<file path="config.mk">
export PLATFORM = sky130hd
export DESIGN_NAME = vga_fb_arbiter
export DESIGN_NICKNAME = d
export VERILOG_FILES = /design/src/rtl/vga_fb_arbiter.sv
export SDC_FILE = /design/constraint.sdc
export NUM_CORES = 1
export LEC_CHECK = 0
export CORE_UTILIZATION = 54
export CTS_CLUSTER_DIAMETER = 50
export DETAILED_ROUTE_END_ITERATION = 12
export HOLD_SLACK_MARGIN = 0.03
export PLACE_DENSITY = 0.8
export REMOVE_ABC_BUFFERS = 1
export SLEW_MARGIN = 20
export SYNTH_ARGS = -nofsm -noshare
export SYNTH_HDL_FRONTEND = slang
export SYNTH_SLANG_ARGS = --single-unit
</file>
<file path="constraint.sdc">
create_clock -name clk25mhz -period 4.4 [get_ports clk25mhz]
set_input_delay 0.88 -clock clk25mhz [delete_from_list [all_inputs] [get_ports clk25mhz]]
set_output_delay 0.88 -clock clk25mhz [all_outputs]
set_load 0.01 [all_outputs]
</file>
<file path="src/rtl/vga_fb_arbiter.sv">
// Frame-buffer port arbiter: display fetch has absolute priority over a
// small host write FIFO; both share one single-port RAM, one access per cycle.
module vga_fb_arbiter #(
  parameter int unsigned FIFO_DEPTH = 4,
  parameter int unsigned H_ACTIVE   = 640,
  parameter int unsigned V_ACTIVE   = 480
) (
  input  logic        clk25mhz,
  input  logic        rst_n,
  input  logic        disp_en,
  input  logic [11:0] disp_x,
  input  logic [11:0] disp_y,
  output logic [11:0] pix_rgb,
  output logic        pix_valid,
  input  logic        wr_valid,
  output logic        wr_ready,
  input  logic [11:0] wr_x,
  input  logic [11:0] wr_y,
  input  logic [11:0] wr_data,
  output logic [18:0] mem_addr,
  output logic        mem_we,
  output logic [11:0] mem_wdata,
  input  logic [11:0] mem_rdata,
  output logic [4:0]  fifo_level,
  output logic        drop_flag
);

  localparam int unsigned PTR_W  = (FIFO_DEPTH > 1) ? $clog2(FIFO_DEPTH) : 1;
  localparam int unsigned LVL_W  = 5;
  localparam int unsigned ADDR_W = 19;
  localparam int unsigned PIX_W  = 12;

  typedef struct packed {
    logic [ADDR_W-1:0] addr;
    logic [PIX_W-1:0]  data;
  } wr_entry_t;

  typedef enum logic [1:0] {
    GNT_NONE = 2'd0,
    GNT_DISP = 2'd1,
    GNT_WR   = 2'd2
  } grant_t;

  // Linear frame-buffer address, truncated to the RAM address width.
  function automatic logic [ADDR_W-1:0] fb_addr(input logic [11:0] x, input logic [11:0] y);
    return ADDR_W'(32'(y) * 32'(H_ACTIVE) + 32'(x));
  endfunction

  wr_entry_t          fifo_mem [FIFO_DEPTH];
  logic [PTR_W-1:0]   wr_ptr, rd_ptr;
  logic               full;
  logic               disp_hit, wr_in_range, wr_acc, push, pop;
  grant_t             grant_d, grant_q;
  wr_entry_t          head;
  logic               disp_v1, disp_v2, disp_g2;

  assign disp_hit    = disp_en && (32'(disp_x) < H_ACTIVE) && (32'(disp_y) < V_ACTIVE);
  assign wr_in_range = (32'(wr_x) < H_ACTIVE) && (32'(wr_y) < V_ACTIVE);
  assign full        = (fifo_level == LVL_W'(FIFO_DEPTH));
  assign wr_ready    = rst_n && !full;
  assign wr_acc      = wr_valid && wr_ready;
  assign push        = wr_acc && wr_in_range;
  assign head        = fifo_mem[rd_ptr];

  // Grant state register, re-decided every cycle with no lock.
  always_ff @(posedge clk25mhz) begin
    if (!rst_n) grant_q <= GNT_NONE;
    else        grant_q <= grant_d;
  end

  // Next grant: display first, then FIFO head; pop only with a WR grant.
  always_comb begin
    grant_d = GNT_NONE;
    pop     = 1'b0;
    if (disp_hit) begin
      grant_d = GNT_DISP;
    end else if (fifo_level != '0) begin
      grant_d = GNT_WR;
      pop     = 1'b1;
    end
  end

  // FIFO storage; contents need no reset since level gates every read.
  always_ff @(posedge clk25mhz) begin
    if (push) fifo_mem[wr_ptr] <= '{addr: fb_addr(wr_x, wr_y), data: wr_data};
  end

  // FIFO pointers, occupancy and sticky drop indication.
  always_ff @(posedge clk25mhz) begin
    if (!rst_n) begin
      wr_ptr     <= '0;
      rd_ptr     <= '0;
      fifo_level <= '0;
      drop_flag  <= 1'b0;
    end else begin
      if (push) wr_ptr <= wr_ptr + PTR_W'(1);
      if (pop)  rd_ptr <= rd_ptr + PTR_W'(1);
      case ({push, pop})
        2'b10:   fifo_level <= fifo_level + LVL_W'(1);
        2'b01:   fifo_level <= fifo_level - LVL_W'(1);
        default: fifo_level <= fifo_level;
      endcase
      if (wr_acc && !wr_in_range) drop_flag <= 1'b1;
    end
  end

  // RAM port registers for the grant decided this cycle; address holds when idle.
  always_ff @(posedge clk25mhz) begin
    if (!rst_n) begin
      mem_addr  <= '0;
      mem_we    <= 1'b0;
      mem_wdata <= '0;
    end else begin
      mem_we <= 1'b0;
      case (grant_d)
        GNT_DISP: mem_addr <= fb_addr(disp_x, disp_y);
        GNT_WR: begin
          mem_addr  <= head.addr;
          mem_we    <= 1'b1;
          mem_wdata <= head.data;
        end
        default: mem_addr <= mem_addr;
      endcase
    end
  end

  // Three-stage pixel return: request, RAM address, RAM data, registered pixel.
  always_ff @(posedge clk25mhz) begin
    if (!rst_n) begin
      disp_v1   <= 1'b0;
      disp_v2   <= 1'b0;
      disp_g2   <= 1'b0;
      pix_valid <= 1'b0;
      pix_rgb   <= '0;
    end else begin
      disp_v1   <= disp_en;
      disp_v2   <= disp_v1;
      disp_g2   <= (grant_q == GNT_DISP);
      pix_valid <= disp_v2;
      pix_rgb   <= disp_g2 ? mem_rdata : '0;
    end
  end

endmodule

</file>
# Word level (Yosys, flattened, before mapping)
# Memory sizes are Yosys's and may differ from the RTL's. A register that Yosys moved wholly into a read port is not among the register bits.
# Index checks and enable logic that the tools add are counted.
dict set report totals {
  ff_bits 60
  ram_bits 124
  input_bits 76
  out_inout_bits 52
  mem_count 1
}
dict set report op_classes {
  add_sub_neg 6
  mul 2
  magnitude_cmp 4
  eq_ne 6
  mux 11
  n_reduce_logical 13
}
# memory words width read_ports rd_ports_with_merged_regs write_ports line_no
set mem_list {}
lappend mem_list {fifo_mem 4 31 1 1 1 49} ;# wr_entry_t fifo_mem [FIFO_DEPTH];
# cell count
set op_table {}
lappend op_table {{$add 19x12->19} 2}
lappend op_table {{$pmux 19 s2} 1}
lappend op_table {{$lt 12x10->1 const B} 2}
lappend op_table {{$lt 12x9->1 const B} 2}
lappend op_table {{$mul 12x3->12 const B} 2}
lappend op_table {{$pmux 5 s2} 1}
lappend op_table {{$mux 2} 4}
lappend op_table {{$logic_and 1x1->1} 7}
lappend op_table {{$eq 2x1->1 const B} 3}
lappend op_table {{$add 5x1->5 const B} 1}
lappend op_table {{$eq 5x3->1 const B} 1}
lappend op_table {{$mux 1} 5}
lappend op_table {{$reduce_bool 5->1} 1}
lappend op_table {{$sub 5x1->5 const B} 1}
lappend op_table {{$add 2x1->2 const B} 2}
lappend op_table {{$eq 2x2->1 const B} 2}
lappend op_table {{$reduce_bool 2->1} 2}
lappend op_table {{$logic_not 1->1} 2}
lappend op_table {{$reduce_and 2->1} 1}

# Logic depth before layout (Yosys ltp)
dict set report depth {
  word_depth 7
  depth_mapped 14
  depth_no_buf 14
}

# Worst setup path after synthesis
# OpenSTA, ideal clock, no wires.
dict set report synth_path {
  kind {input port to flip-flop}
  start {in wr_y[1]}
  end {mem fifo_mem[0][30] (netlist name) (data pin)}
  t_arrival_ns 3.192
  required_time_ns 4.121
  slack_ns 0.929
  stages 9
  n_path_buf 0
  path_cell_list {ha_1 ha_1 fa_1 a211oi_1 o21ai_0 a211oi_1 nand4_1 nor4b_1 xnor2_1}
}
dict set report synth_between {
  elab_chain_len 2
}
# item line_no
set synth_lines {}
lappend synth_lines {{from (decl)} 18} ;# input logic [11:0] wr_y,
lappend synth_lines {{$mul 12x3->12} 46} ;# return ADDR_W'(32'(y) * 32'(H_ACTIVE) + 32'(x));
lappend synth_lines {{$add 19x12->19} 46}
lappend synth_lines {{to (decl)} 49}
# No other way between the ends.

# Worst setup path in the final report
# Same ends and word-level chain as after synthesis.

==> flow_summary_export.csv <==
group,metric,value,unit
floorplan,die-area,16300,um2
global_route,grt_antenna_before_repair,0,
clock_network,cts-buffers-inserted,17,
logic_synthesis,synthCells,624,
clock_network,htreeDepth,4,
logic_synthesis,synth_ff_type,"edfxtp_1",
job,max-cap-violations,0,
floorplan,die_x,128,um
worst_setup_path,arrival,4.08,ns
worst_setup_path,worstPathMaxFanout,4,
pwr,sw_frac_of_total,30.6,%
worst_setup_path,startpoint,"wr_y[1]",
global_route,overflow,0,
final_layout,fillers,1049,
worst_setup_path,max_stage_delay,0.47,ns
sta,grt_setup_unrepaired,"no",
worst_setup_path,crit_path_cell_trace,"clkdlybuf4s50_1 -> ha_1 -> ha_1 -> fa_1 -> a211oi_1 -> o21ai_0 -> a211oi_1 -> nand4_1 -> nor4b_1 -> xnor2_1",
sta,timing.fmax,0.254,GHz
logic_synthesis,synthTopCellsByArea,"edfxtp_1 (44%), dfxtp_1 (14%), mux4_2 (8.2%)",
sta,final-hold-violation-count,0,
detailed_routing,dr.first_iter.drc_count,368,
sta,finClkSkew,0.0150,ns
worst_setup_path,required,4.54,ns
worst_setup_path,reg2reg_from,"fifo_level[0]$_SDFFE_PN0P_",
placement,portBuffers,127,
hold_path,hp-class,"flop to flop",
logic_synthesis,synth-edff-count,124,
detailed_routing,wl_per_cell,17.9,um
worst_setup_path,reg2reg_slack,1.15,ns
global_route,grt_pass1_wl,28.5,mm
clock_network,cts_hold_buf,0,
logic_synthesis,synth_area_leader_cell,"edfxtp_1",
final_layout,antenna_cells,0,
final_layout,regArea,4950,um2
sta,worstMarginPinSlew,0.848,ns
final_layout,layout.nets,898,
sta,whs,0.421,ns
pwr,seqPwrFrac,40.4,%
logic_synthesis,synthArstFlopShare,0,%
global_route,grt_max_degree,39,
pwr,switchingPower,1700,uW
detailed_routing,wl,17.7,mm
pwr,power.internal,3850,uW
clock_network,clk_path_buf_depth,2,
pwr,powerDensity,517,nW/um2
logic_synthesis,synth_most_common_cell,"edfxtp_1",
logic_synthesis,syn_area_per_cell,13.7,um2
floorplan,die_h,128,um
worst_setup_path,critPathKind,"input pin to flop",
clock_network,post_cts_buffers,0,
clock_network,cts_tree,"built",
pwr,p_leak,0.00399,uW
sta,post-route-period-util,89.5,%
clock_network,cts_resized,0,
floorplan,core_area,15300,um2
clock_network,cts_root_buf,"clkbuf_16",
clock_network,clock_sinks,185,
placement,dp_slack,0.105,ns
final_layout,multi_input_area,3430,um2
logic_synthesis,yosys-top-cells-count,"edfxtp_1 (124), dfxtp_1 (61), ha_1 (52)",
clock_network,cts.clk_slew.worst_paths,0.07,ns
logic_synthesis,synth_top_area_share,43.6,%
logic_synthesis,yosysWarnings,0,
sta,fin_setup_tns,0,ns
sta,max_slew_margin,43.5,%
global_route,grt_pass1_vias,5815,
logic_synthesis,synth_area,8540,um2
detailed_routing,vias_per_cell,5.61,
pwr,finalPower,5550,uW
worst_setup_path,slowest_stage,"clkdlybuf4s50_1",
floorplan,io_pins,128,
detailed_routing,drc,0,
detailed_routing,drt_pass1_iterations,4,
floorplan,rows,45,
pwr,pwr-share-clk,27.5,%
final_layout,drive_above_1_share,11.3,%
worst_setup_path,start_kind,"input pin",
logic_synthesis,yosysSeqAreaShare,57.9,%
clock_network,clkLatencyLatePin,0.43,ns
global_route,gr-usage-all-layers,22.9,%
final_layout,syn2layout_area_growth,25.7,%
worst_setup_path,cp-end-kind,"flop",
sta,setup_viol,0,
sta,period_minus_slack,3.94,ns
floorplan,initial_core_util,55.7,%
placement,routabilityCongestion,0.859,
pwr,ir_worst_vdd,0.346,mV
logic_synthesis,ys_seq_elements,185,
hold_path,hp-start,"grant_q[0]$_SDFF_PN0_",
detailed_routing,ant_nets,0,
sta,setup_ws,0.463,ns
run_status,run_status,"complete, no violations",
pwr,combPwrFrac,32.1,%
placement,dpl.hpwl,12.4,mm
detailed_routing,vias,5547,
sta,final_max_slew_viol_count,0,
logic_synthesis,yosysUniqueCellTypes,54,
[final timing paths]
path | to | depth (start not counted)
hold / removal | disp_g2$_SDFF_PN0_ | 2
hold reg to reg | disp_g2$_SDFF_PN0_ | 2
setup / recovery | fifo_mem[0][30]$_DFFE_PP_ | 10
setup reg to reg | fifo_level[4]$_SDFFE_PN0P_ | 13
[cell type report]
| type | count | share of cell area (%) |
|---|---|---|
| flip-flops and latches | 185 | 46.1 |
| multi-input cells | 396 | 31.9 |
| repair buffers | 143 | 13.2 |
| clock buffers | 20 | 4.07 |
| well taps | 211 | 2.46 |
| clock inverters | 12 | 1.48 |
| inverters | 22 | 0.770 |
[registers in the layout, summed over array words and instances, names as in the netlist, 2 cells and up, named ones only]
signal	cells
wr_ptr	2
mem_wdata	12
grant_q	2
mem_addr	19
pix_rgb	12
rd_ptr	2
fifo_mem	124
fifo_level	5
[critical path: cells and delay by family]
kind                       cells  cell delay [ns]
AOI/OAI and AO/OA              3             0.98
and+or+nand+nor                2             0.54
xor gates and xnor gates       1             0.18
adders and majority gates      3             1.04
buffers and inverters          1             0.47
[cell usage in the layout (no fill, tap or decap), drive strengths merged, types with 13 or more instances in the layout]
| master | count |
|---|---|
| buf | 16 |
| dfxtp | 61 |
| xnor2 | 17 |
| xor2 | 13 |
| inv | 28 |
| ha | 52 |
| mux4 | 31 |
| o21ai | 16 |
| a21oi | 32 |
| edfxtp | 124 |
| nand2 | 42 |
| clkbuf | 20 |
| and3 | 14 |
| a211oi | 16 |
| clkdlybuf4s50 | 127 |
| nor2 | 43 |
| mux2i | 16 |
[metal layers]
layer	track usage, %	share of wire [%]
met5	0	0
met4	9.07	1.9
met3	4.59	5.1
met2	40.3	52
met1	27.5	41
[kinds of logic (layout without fill, tap and decap cells)]
logic type	count (synthesis)	after routing	synth area share (%)
fa+ha+maj	57	57	8.80
simple gates	149	149	8.72
mux	50	50	10.5
flops	185	185	57.9
buf+inv	43	197	1.96
compound gates	109	109	8.80
xor+xnor	31	31	3.34
[power by group through the flow]
stage	registers [uW]	logic, uW	clock network [uW]
final	2240	1780	1530
after global routing	2260	1940	1620
after CTS	2240	1790	1550
after detailed placement	2280	1770	0
after global placement	2270	1700	0
after floorplan	2300	1060	0
[metrics by stage]
step / utilization [%] / area (um2) / std cells
floorplan: - / 8450 / 603
global placement: 66.2 / 10100 / 957
detailed placement: 66.2 / 10100 / 957
CTS: 70.1 / 10700 / 989
global route: 70.1 / 10700 / 989
finish: 70.1 / 10700 / 989
No activity file was read; power rests on OpenSTA's default activity.
